--- src/rtl/cnn_mac_acc_round_sat.sv ---
// Purpose : accumulate one dot-product group of signed products plus a bias,
//           then round half-up, saturate to the 14-bit activation format and optionally ReLU.
// Latency : the result is registered; out_valid rises the cycle after the last beat of a group.
// Backpr. : prod_ready = ~out_valid | out_ready. Upstream stalls while a result is unconsumed.
//
// Ports
//   ap_clk, ap_rst          clock (rising edge); asynchronous active-high reset
//   prod_data/_valid/_last  signed product stream; _last marks the final term of a group
//   prod_ready              a beat is accepted when prod_valid & prod_ready
//   bias                    signed bias, sampled only on the first beat of a group
//   out_data/_valid/_ready  rounded, saturated result with a valid/ready handshake
//   err_overrun             sticky flag: a group ran past MAX_TERMS beats without last

module cnn_mac_acc_round_sat #(
  parameter int PROD_W    = 23,
  parameter int DATA_W    = 14,
  parameter int WGT_FRAC  = 8,
  parameter int ACC_W     = 33,
  parameter int MAX_TERMS = 512,
  parameter int RELU      = 0
) (
  input  logic              ap_clk,
  input  logic              ap_rst,
  input  logic [PROD_W-1:0] prod_data,
  input  logic              prod_valid,
  input  logic              prod_last,
  output logic              prod_ready,
  input  logic [DATA_W-1:0] bias,
  output logic [DATA_W-1:0] out_data,
  output logic              out_valid,
  input  logic              out_ready,
  output logic              err_overrun
);

  localparam int CNT_W = $clog2(MAX_TERMS + 1);
  localparam logic [CNT_W-1:0] TERM_MAX = CNT_W'(MAX_TERMS);

  // Rounding constant 2^(WGT_FRAC-1), carried one bit wider than the
  // accumulator so the add cannot wrap even at the extreme positive sum.
  localparam logic [ACC_W:0] RND_HALF = {{ACC_W{1'b0}}, 1'b1} << (WGT_FRAC - 1);

  // Saturation bounds of the output format, in the widened result domain.
  localparam logic signed [ACC_W:0] SAT_MAX =
    {{(ACC_W + 2 - DATA_W){1'b0}}, {(DATA_W - 1){1'b1}}};
  localparam logic signed [ACC_W:0] SAT_MIN =
    {{(ACC_W + 2 - DATA_W){1'b1}}, {(DATA_W - 1){1'b0}}};

  typedef enum logic {
    ST_IDLE = 1'b0,
    ST_ACC  = 1'b1
  } state_t;

  // ---------------------------------------------------------------------------
  // State and registers
  // ---------------------------------------------------------------------------
  state_t                   state_q, state_d;
  logic [ACC_W-1:0]         acc_q, acc_d;
  logic [CNT_W-1:0]         cnt_q, cnt_d;
  logic                     err_q, err_d;
  logic                     out_vld_q, out_vld_d;
  logic [DATA_W-1:0]        out_dat_q, out_dat_d;

  // Handshake / datapath intermediates
  logic                     beat;
  logic                     first_beat;
  logic [ACC_W-1:0]         prod_ext;
  logic [ACC_W-1:0]         bias_ext;
  logic [ACC_W-1:0]         acc_base;
  logic [ACC_W-1:0]         sum;
  logic signed [ACC_W:0]    rnd_sum;
  logic signed [ACC_W:0]    shifted;
  logic [DATA_W-1:0]        sat_res;
  logic [DATA_W-1:0]        result;

  // ---------------------------------------------------------------------------
  // FSM: state register
  // ---------------------------------------------------------------------------
  always_ff @(posedge ap_clk or posedge ap_rst) begin
    if (ap_rst) begin
      state_q <= ST_IDLE;
    end else begin
      state_q <= state_d;
    end
  end

  // ---------------------------------------------------------------------------
  // FSM: next-state logic
  // ---------------------------------------------------------------------------
  always_comb begin
    state_d = state_q;
    if (beat) begin
      // A last beat always closes the group, whether or not one was open.
      state_d = prod_last ? ST_IDLE : ST_ACC;
    end
  end

  // ---------------------------------------------------------------------------
  // FSM: outputs
  // ---------------------------------------------------------------------------
  always_comb begin
    // A held result only blocks intake if downstream is not taking it now,
    // so a result slot is always free by the time a new last beat lands.
    prod_ready = ~out_vld_q | out_ready;
    beat       = prod_valid & prod_ready;
    first_beat = (state_q == ST_IDLE);
  end

  // ---------------------------------------------------------------------------
  // Accumulate datapath
  // ---------------------------------------------------------------------------
  always_comb begin
    prod_ext = {{(ACC_W - PROD_W){prod_data[PROD_W-1]}}, prod_data};
    // Bias has only the activation fraction; shift it up to the product scale.
    bias_ext = {{(ACC_W - DATA_W - WGT_FRAC){bias[DATA_W-1]}}, bias, {WGT_FRAC{1'b0}}};
    acc_base = first_beat ? bias_ext : acc_q;
    sum      = acc_base + prod_ext;
  end

  // ---------------------------------------------------------------------------
  // Round, saturate, optional ReLU
  // ---------------------------------------------------------------------------
  always_comb begin
    rnd_sum = {sum[ACC_W-1], sum} + RND_HALF;
    shifted = rnd_sum >>> WGT_FRAC;

    if (shifted > SAT_MAX) begin
      sat_res = {1'b0, {(DATA_W - 1){1'b1}}};
    end else if (shifted < SAT_MIN) begin
      sat_res = {1'b1, {(DATA_W - 1){1'b0}}};
    end else begin
      sat_res = shifted[DATA_W-1:0];
    end

    result = sat_res;
    if ((RELU != 0) && sat_res[DATA_W-1]) begin
      result = '0;
    end
  end

  // ---------------------------------------------------------------------------
  // Next-state for accumulator, term counter, error flag and output register
  // ---------------------------------------------------------------------------
  always_comb begin
    acc_d     = acc_q;
    cnt_d     = cnt_q;
    err_d     = err_q;
    out_vld_d = out_vld_q;
    out_dat_d = out_dat_q;

    // Consumed result drops out_valid unless a new one replaces it below.
    if (out_vld_q && out_ready) begin
      out_vld_d = 1'b0;
    end

    if (beat) begin
      if (prod_last) begin
        acc_d     = '0;
        cnt_d     = '0;
        out_vld_d = 1'b1;
        out_dat_d = result;
      end else begin
        acc_d = sum;
        if (first_beat) begin
          cnt_d = CNT_W'(1);
        end else if (cnt_q != TERM_MAX) begin
          cnt_d = cnt_q + CNT_W'(1);
        end
        // The group is already full and still not closing: flag it, but keep
        // accumulating so the eventual result reflects every beat seen.
        if (cnt_q == TERM_MAX) begin
          err_d = 1'b1;
        end
      end
    end
  end

  always_ff @(posedge ap_clk or posedge ap_rst) begin
    if (ap_rst) begin
      acc_q     <= '0;
      cnt_q     <= '0;
      err_q     <= 1'b0;
      out_vld_q <= 1'b0;
      out_dat_q <= '0;
    end else begin
      acc_q     <= acc_d;
      cnt_q     <= cnt_d;
      err_q     <= err_d;
      out_vld_q <= out_vld_d;
      out_dat_q <= out_dat_d;
    end
  end

  assign out_data    = out_dat_q;
  assign out_valid   = out_vld_q;
  assign err_overrun = err_q;

endmodule
--- config.mk ---
export PLATFORM = sky130hd
export DESIGN_NAME = cnn_mac_acc_round_sat
export DESIGN_NICKNAME = d
export VERILOG_FILES = /design/src/rtl/cnn_mac_acc_round_sat.sv
export SDC_FILE = /design/constraint.sdc
export NUM_CORES = 1
export LEC_CHECK = 0
export CAP_MARGIN = 10
export CORE_ASPECT_RATIO = 0.5
export CORE_UTILIZATION = 45
export CTS_BUF_LIST = sky130_fd_sc_hd__clkbuf_16
export DETAILED_ROUTE_END_ITERATION = 10
export PLACE_DENSITY = 0.65
export SLEW_MARGIN = 25
export SYNTH_ARGS = -nofsm -noshare
export SYNTH_HDL_FRONTEND = slang
export SYNTH_SLANG_ARGS = --single-unit
--- constraint.sdc ---
create_clock -name ap_clk -period 6.2 [get_ports ap_clk]
set_input_delay 1.86 -clock ap_clk [delete_from_list [all_inputs] [get_ports ap_clk]]
set_output_delay 1.86 -clock ap_clk [all_outputs]
set_load 0.1 [all_outputs]
After elaboration in Yosys (flattened, before gate mapping) --
Cells that the tools add are included.
Storage, ports and cells: output and inout port bits 17, input port bits 42, register bits after elaboration 60, logic and storage cells 33
Operators by class: add/subtract/negate cells 3, magnitude comparators 2, reductions and logical operators 4, eq/ne operators 3, bitwise gates (word level) 4, muxes and demuxes 11
Operator list (number):
- $mux W33 | 2
- $add A33 B9 Y34 const B | 1
- $add A33 B33 Y33 | 1
- $mux W10 | 3
- $mux W14 | 2
- $gt A26 B14 Y1 const B | 1
- $lt A26 B14 Y1 const B | 1
- $add A10 B1 Y10 const B | 1
- $eq A10 B10 Y1 const B | 1
- $ne A10 B10 Y1 const B | 1
- $mux W1 | 4
- $reduce_and A2 Y1 | 2
- $ne A3 B2 Y1 const B | 1
- $reduce_and A3 Y1 | 1
- $not A1 Y1 | 2
- $and A1 B1 Y1 | 1
- $logic_and A1 B1 Y1 | 1
- $or A1 B1 Y1 | 1

Logic depth before layout (Yosys ltp) --
Gate-level depths: netlist of run 1.
depth in word-level cells 6, depth in mapped cells 20, gate-level depth less buffers 16

Least setup slack after synthesis of run 1 --
OpenSTA, ideal clock, no wires.
kind in2reg, start input bias[0], end register out_dat_q[10], in the netlist out_data[10], path slack 0.860 ns, cell stages on the path 16, data required time 6.061 ns, setup time 0.139 ns, path buffers 2, data arrival time 5.200 ns, path through mux2_2 ha_1 buf_4 nand4_1 a21oi_2 a211oi_4 o311a_1 nor4b_2 nand4bb_2 nor4_4 nand2_2 xor2_1 a31oi_2 o41ai_4 buf_6 a31oi_1
Between the ends: cells in the longest elaborated chain, start to end 6, elaborated cells between the ends (all ways) 7, classes of those cells 2 x add/sub; 2 x order compare; 3 x mux
Ends and longest elaborated chain:
- start, declared | RTL line 28 | input logic [DATA_W-1:0] bias,
- $mux W33 (*) | RTL line 115 | acc_base = first_beat ? bias_ext : acc_q;
- $add A33 B33 Y33 (*) | RTL line 116 | sum = acc_base + prod_ext;
- $add A33 B9 Y34 (*) | RTL line 123 | rnd_sum = {sum[ACC_W-1], sum} + RND_HALF;
- $lt A26 B14 Y1 | RTL line 128 | end else if (shifted < SAT_MIN) begin
- $mux W14 | RTL line 128
- $mux W14 (*) | RTL line 126 | if (shifted > SAT_MAX) begin
- end signal, assigned | RTL line 189 | out_dat_q <= out_dat_d;
- end, declared | RTL line 61 | logic [DATA_W-1:0] out_dat_q, out_dat_d;
Every way passes the cells marked *; elsewhere a longest branch is shown, timed or not. A chain may end at the register's enable or synchronous reset.

Worst setup path in the final report of run 1 --
start input prod_data[0], end register out_dat_q[1], in the netlist out_data[1]
Between the ends: cells in the longest elaborated chain, start to end 5, elaborated cells between the ends (all ways) 6, classes of those cells 2 x add/sub; 2 x order compare; 2 x mux
Ends and longest elaborated chain:
- start, declared | RTL line 24 | input logic [PROD_W-1:0] prod_data,
- $add A33 B33 Y33 (*) | RTL line 116
- $add A33 B9 Y34 (*) | RTL line 123
- $lt A26 B14 Y1 | RTL line 128
- $mux W14 | RTL line 128
- $mux W14 (*) | RTL line 126
Marks and branches as above.

==> flow_summary.ini, run 1 <==
[worst_setup_path]
path_class = input port to flip-flop
cp_slowest_cell = clkdlybuf4s50_1
rr_worst_depth = 17
worstPathBufferInverterCount = 3
r2r-start = state_q$_DFFE_PP0P_
start_kind = input port
regToRegEndpoint = out_data[1]$_DFFE_PP0P_
cp_max_fo = 13
crit_required_ns = 6.41
slowest_delay_ns = 0.46
crit_family = simple AND/OR/NAND/NOR gates
crit_chain = clkdlybuf4s50_1, ha_1, inv_1, fa_1, nand2b_1, a21oi_1, o21a_1, nor3_1, nor4b_4, nand4bb_2, nor4_4, nand2_2, xor2_1, a31oi_2, o41ai_4, buf_4, a31oi_1
end_kind = flip-flop
r2r_setup_slack_ns = 1.33
crit_arrival_ns = 6.04

[layout]
final_common_cell = nand2_1
area_growth_pct = 23.7
fillers = 1151
final_cell_mix = 97 x nand2_1, 61 x a21oi_1, 59 x dfrtp_1
diodes = 0
drive_gt1_frac = 0.137
fin_nets = 854

[placement]
place.gp.congestion = 0.905
place_ws_ns = 0.0756
dp_hpwl_mm = 12.3
portBuffers = 58

[min_path]
min_path_cells = 2
hold_start = acc_q[0]$_DFFE_PP0P_
hold_path_end = acc_q[0]$_DFFE_PP0P_
hold_path_class = flip-flop to flip-flop

[power_and_ir_drop]
p_leak_nw = 2.92
p_per_area_nw_per_um2 = 421
peakVddDrop_mv = 0.226

[yosys]
avgSynthCellArea_um2 = 8.08
ys_async_sr_fraction = 1.00
ys_types = 75
syn-num-nets = 769
ys_warn_count = 0
syn-cell-area_um2 = 5590
synth_edf_count = 0
ys_seq_area_frac = 0.269
synth_cells = 691
synth_flop_cell = dfrtp_1
yosys_register_bits = 60

[clock_network]
cts_resized = 0
cts_setup_buffers = 0
ctsHoldBuffers = 0
clkTransAtPathRegs_ns = 0.06
tritoncts.num_buffers = 9
clockBufferDepth = 2
cts_sinks = 60
cts_max_level = 3
cts_tree = yes
clock-root-buffer = clkbuf_16
clk_latency_ns = 0.34

[floorplanning]
dieArea_um2 = 12900
rows = 28
core-area_um2 = 11900
die_x_um = 160
io_pins = 59
dieHeight_um = 80.8
start_util = 0.468

[outcome]
status = finished clean

[global_route]
grt_pass1_vias = 5099
grt.total_usage = 0.254
grt_first_pass_wirelength_mm = 25.9
grt_max_degree = 41
grt_antenna_before_repair = 0
overflow = 0

[sta]
timing.fmax_ghz = 0.171
grt_setup_unrepaired = no
finalMaxSlewViolations = 0
tightest_slew_ns = 0.970
finalCriticalPeriod_ns = 5.83
setup_tns_ns = 0
period_share = 0.941
slew_headroom = 0.352
finalHoldViolCount = 0
skew_ns = 0.00870
hold_slack_ns = 0.463
setup_viol = 0
fin_ws_ns = 0.368

[routing]
drc = 0
ant_nets = 0
drt_iter0_drc = 424
drt_wl_total_mm = 15.8
first_pass_iters = 5
vias = 5487
wire_per_inst_um = 16.7
routed_via_density = 5.80

[job]
maxCapViolCount = 0
## per-layer routing
metal,vias to the layer above,part of all wire,track usage
met4,0,0.0062,0.0510
met2,107,0.44,0.414
li1,2731,-,-
met1,2640,0.52,0.361
met3,9,0.031,0.0347
met5,-,0,0
## flip-flops by register name, summed over array words and instances, names as in the netlist
signal / flops
out_data: 14
state_q: 1
out_valid: 1
cnt_q: 10
err_overrun: 1
acc_q: 33
## cell usage after synthesis (4+ instances only)
| library cell | count | area share |
|---|---|---|
| nor4_1 | 4 | 0.0045 |
| nor2b_1 | 5 | 0.0056 |
| a21oi_1 | 61 | 0.055 |
| o21a_1 | 6 | 0.0081 |
| nand3_1 | 17 | 0.015 |
| and2_1 | 16 | 0.018 |
| xor2_1 | 16 | 0.025 |
| nor2_1 | 46 | 0.031 |
| xnor2_1 | 23 | 0.036 |
| nand2b_1 | 11 | 0.012 |
| o21ai_0 | 34 | 0.030 |
| dfrtp_1 | 60 | 0.27 |
| buf_2 | 6 | 0.0054 |
| and4_1 | 4 | 0.0063 |
| o211ai_1 | 5 | 0.0067 |
| clkbuf_1 | 20 | 0.013 |
| ha_1 | 35 | 0.078 |
| nand4_1 | 18 | 0.020 |
| inv_1 | 13 | 0.0087 |
| mux2_2 | 15 | 0.030 |
| o21ai_1 | 27 | 0.024 |
| a211oi_1 | 6 | 0.0081 |
| and3_1 | 8 | 0.0090 |
| nor3_1 | 19 | 0.017 |
| or3_1 | 5 | 0.0056 |
| a21o_1 | 9 | 0.012 |
| a31oi_1 | 15 | 0.017 |
| nand2_1 | 97 | 0.065 |
| mux2i_1 | 5 | 0.0090 |
| a22o_1 | 18 | 0.028 |
## worst register-to-register path, stage by stage, from the launching register on
cell       delay (ns)
dfrtp_2          0.78
and2_1           0.24
ha_1             0.20
inv_1            0.07
fa_1             0.39
nand2b_1         0.20
a21oi_1          0.28
o21a_1           0.25
nor3_1           0.10
nor4b_4          0.35
nand4bb_2        0.25
nor4_4           0.44
nand2_2          0.16
xor2_1           0.20
a31oi_2          0.13
o41ai_4          0.35
buf_4            0.24
a31oi_1          0.10
## worst max path at each step
stage,endpoint,slack (ns),cells after the start,start
after floorplan,out_data[10]$_DFFE_PP0P_,0.86,16,bias[0]
after global placement,out_data[1]$_DFFE_PP0P_,0.11,17,bias[0]
after detailed placement,out_data[1]$_DFFE_PP0P_,0.08,17,prod_data[0]
after CTS,out_data[1]$_DFFE_PP0P_,0.39,17,bias[0]
after global routing,out_data[11]$_DFFE_PP0P_,0.07,18,prod_data[0]
final,out_data[1]$_DFFE_PP0P_,0.37,17,prod_data[0]
## per-stage QoR
stage          power (mW)  utilization  std cells  cell area (um2)
2_1_floorplan        1.85            -        691             5590
3_3_place_gp         2.34        0.551        930             6590
3_5_place_dp         2.35        0.551        930             6590
4_1_cts              2.91        0.578        946             6910
5_1_grt              3.11        0.578        946             6910
6_report             2.91        0.578        946             6910
## cells by family after synthesis
| logic type | Yosys count | synth area share |
|---|---|---|
| fa+ha+maj | 36 | 0.0820 |
| compound gates | 220 | 0.265 |
| flops | 60 | 0.269 |
| mux | 20 | 0.0392 |
| xor+xnor | 39 | 0.0611 |
| simple gates | 272 | 0.250 |
| buf+inv | 44 | 0.0336 |
## layout make-up
cell class	instances	area [um2]	share of cell area
clock buffers	9	225	0.0326
clock inverters	7	98.8	0.0143
inverters	13	48.8	0.00706
multi-input cells	587	3900	0.564
flip-flops and latches	60	1500	0.217
well taps	165	206	0.0299
repair buffers	105	931	0.135
## where the power goes
part	leakage, nW	total [mW]	internal (mW)	switching [mW]
registers	0.737	0.557	0.492	0.0656
logic	2.03	1.80	0.689	1.12
clock network	0.156	0.549	0.354	0.195
total	2.92	2.91	1.53	1.38
(Power assumes the default switching activity.)
==> run 2, diff against run 1 <==
Settings changed: HOLD_SLACK_MARGIN from default to 0.03, MAX_ROUTING_LAYER from default to met4.
==> run 2 against run 1 <==
Clock skew is 0.00085 ns lower. Largest power group unchanged. Setup slack worse by 0.019 ns. Flip-flop and latch count stayed put. Largest cell class unchanged. Via count is 0.15% lower.
==> flow_summary.ini, run 2 (synthesis results as in run 1) <==
[clock_network]
tritoncts.num_buffers = 9
clkTransAtPathRegs_ns = 0.06
clockBufferDepth = 2
cts_setup_buffers = 0
cts_tree = yes
ctsHoldBuffers = 0
clk_latency_ns = 0.33
cts_max_level = 3
cts_resized = 0
cts_sinks = 60
clock-root-buffer = clkbuf_16

[sta]
finalCriticalPeriod_ns = 5.85
setup_tns_ns = 0
grt_setup_unrepaired = no
setup_viol = 0
finalMaxSlewViolations = 0
slew_headroom = 0.346
timing.fmax_ghz = 0.171
finalHoldViolCount = 0
skew_ns = 0.00785
hold_slack_ns = 0.457
tightest_slew_ns = 0.978
period_share = 0.944

[layout]
area_growth_pct = 23.9
drive_gt1_frac = 0.136
largest_register_ffs = 33
fillers = 1125
largest-register = acc_q
regArea_um2 = 1500
final_cell_mix = 97 x nand2_1, 61 x a21oi_1, 60 x dfrtp_1
final_common_cell = nand2_1
diodes = 0
fin_nets = 854
multi_input_area_um2 = 3900

[routing]
drt_iter0_drc = 351
drt_wl_total_mm = 16.3
ant_nets = 0
vias = 5479
wire_per_inst_um = 17.3
first_pass_iters = 6
routed_via_density = 5.79
drc = 0

[placement]
dp_hpwl_mm = 12.7
portBuffers = 58
place.gp.congestion = 0.941

[worst_setup_path]
cp_slowest_cell = clkdlybuf4s50_1
regToRegEndpoint = out_data[1]$_DFFE_PP0P_
worstSetupEndpoint = out_data[1]$_DFFE_PP0P_
rr_worst_depth = 18
crit_arrival_ns = 6.05
r2r_setup_slack_ns = 1.16
start_kind = input port
crit_path_start = prod_data[0]
r2r-start = state_q$_DFFE_PP0P_
path_class = input port to flip-flop
cp_max_fo = 13
end_kind = flip-flop
crit_required_ns = 6.40
crit_chain = clkdlybuf4s50_1, ha_1, inv_1, fa_1, nand2b_1, a21o_1, a211o_1, nand4_1, nor4b_2, nand4bb_2, nor4_4, nand2_2, xor2_1, a31oi_2, o41ai_4, buf_4, a31oi_1
slowest_delay_ns = 0.46

[global_route]
grt_pass1_vias = 5238
grt_max_degree = 41
overflow = 0
grt_antenna_before_repair = 0
grt.total_usage = 0.272
grt_first_pass_wirelength_mm = 26.8

[floorplanning]
dieHeight_um = 80.8
die_x_um = 160
start_util = 0.468
rows = 28
dieArea_um2 = 12900
core-area_um2 = 11900
io_pins = 59

[job]
maxCapViolCount = 0

[power_and_ir_drop]
peakVddDrop_mv = 0.234
p_leak_nw = 2.93
p_per_area_nw_per_um2 = 422

[min_path]
hold_path_class = flip-flop to flip-flop

[outcome]
status = finished clean
[run 2: critical path, delay by kind of cell]
family                   cells  cell delay (ns)
AND/OR/NAND/NOR              6             1.44
AO/OA/AOI/OAI                5             1.18
buffers and inverters        3             0.78
adder cells (fa/ha/maj)      2             0.60
XOR/XNOR                     1             0.19
[run 2: power breakdown]
group          switching (mW)  internal (mW)  total, mW
logic                    1.13          0.689       1.82
registers              0.0635          0.492      0.555
clock network           0.192          0.354      0.545
[run 2: per-layer routing]
metal  wire, um  vias to the layer above  global-route usage
li1           -                     2727                   -
met4        153                        0              0.0510
met3        702                       16              0.0429
met2       7260                      143               0.437
met5          0                        -                   -
met1       8230                     2593               0.368
[run 2: cell type report]
class | count | share of cell area
multi-input combinational | 587 | 0.563
clock inverter | 7 | 0.0143
inverter | 13 | 0.00705
timing repair buffer | 105 | 0.136
sequential | 60 | 0.217
tap | 165 | 0.0298
clock buffer | 9 | 0.0325
[run 2: worst min path at each step]
stage / start / end / slack [ns] / depth (start not counted)
floorplan: acc_q[0]$_DFFE_PP0P_ / acc_q[0]$_DFFE_PP0P_ / 0.43 / 2
global placement: acc_q[0]$_DFFE_PP0P_ / acc_q[0]$_DFFE_PP0P_ / 0.44 / 2
detailed placement: acc_q[0]$_DFFE_PP0P_ / acc_q[0]$_DFFE_PP0P_ / 0.45 / 2
finish: acc_q[0]$_DFFE_PP0P_ / acc_q[0]$_DFFE_PP0P_ / 0.46 / 2
global route: err_overrun$_DFFE_PP0P_ / err_overrun$_DFFE_PP0P_ / 0.49 / 1
CTS: acc_q[0]$_DFFE_PP0P_ / acc_q[0]$_DFFE_PP0P_ / 0.46 / 2
[run 2: stage by stage]
stage	setup slack, ns	area (um2)	power, mW	util	std cells
floorplan	0.860	5590	1.85	-	691
global placement	0.101	6600	2.34	0.552	930
detailed placement	0.0547	6600	2.36	0.552	930
CTS	0.368	6920	2.92	0.579	946
global route	0.00381	6920	3.12	0.579	946
finish	0.349	6920	2.92	0.579	946
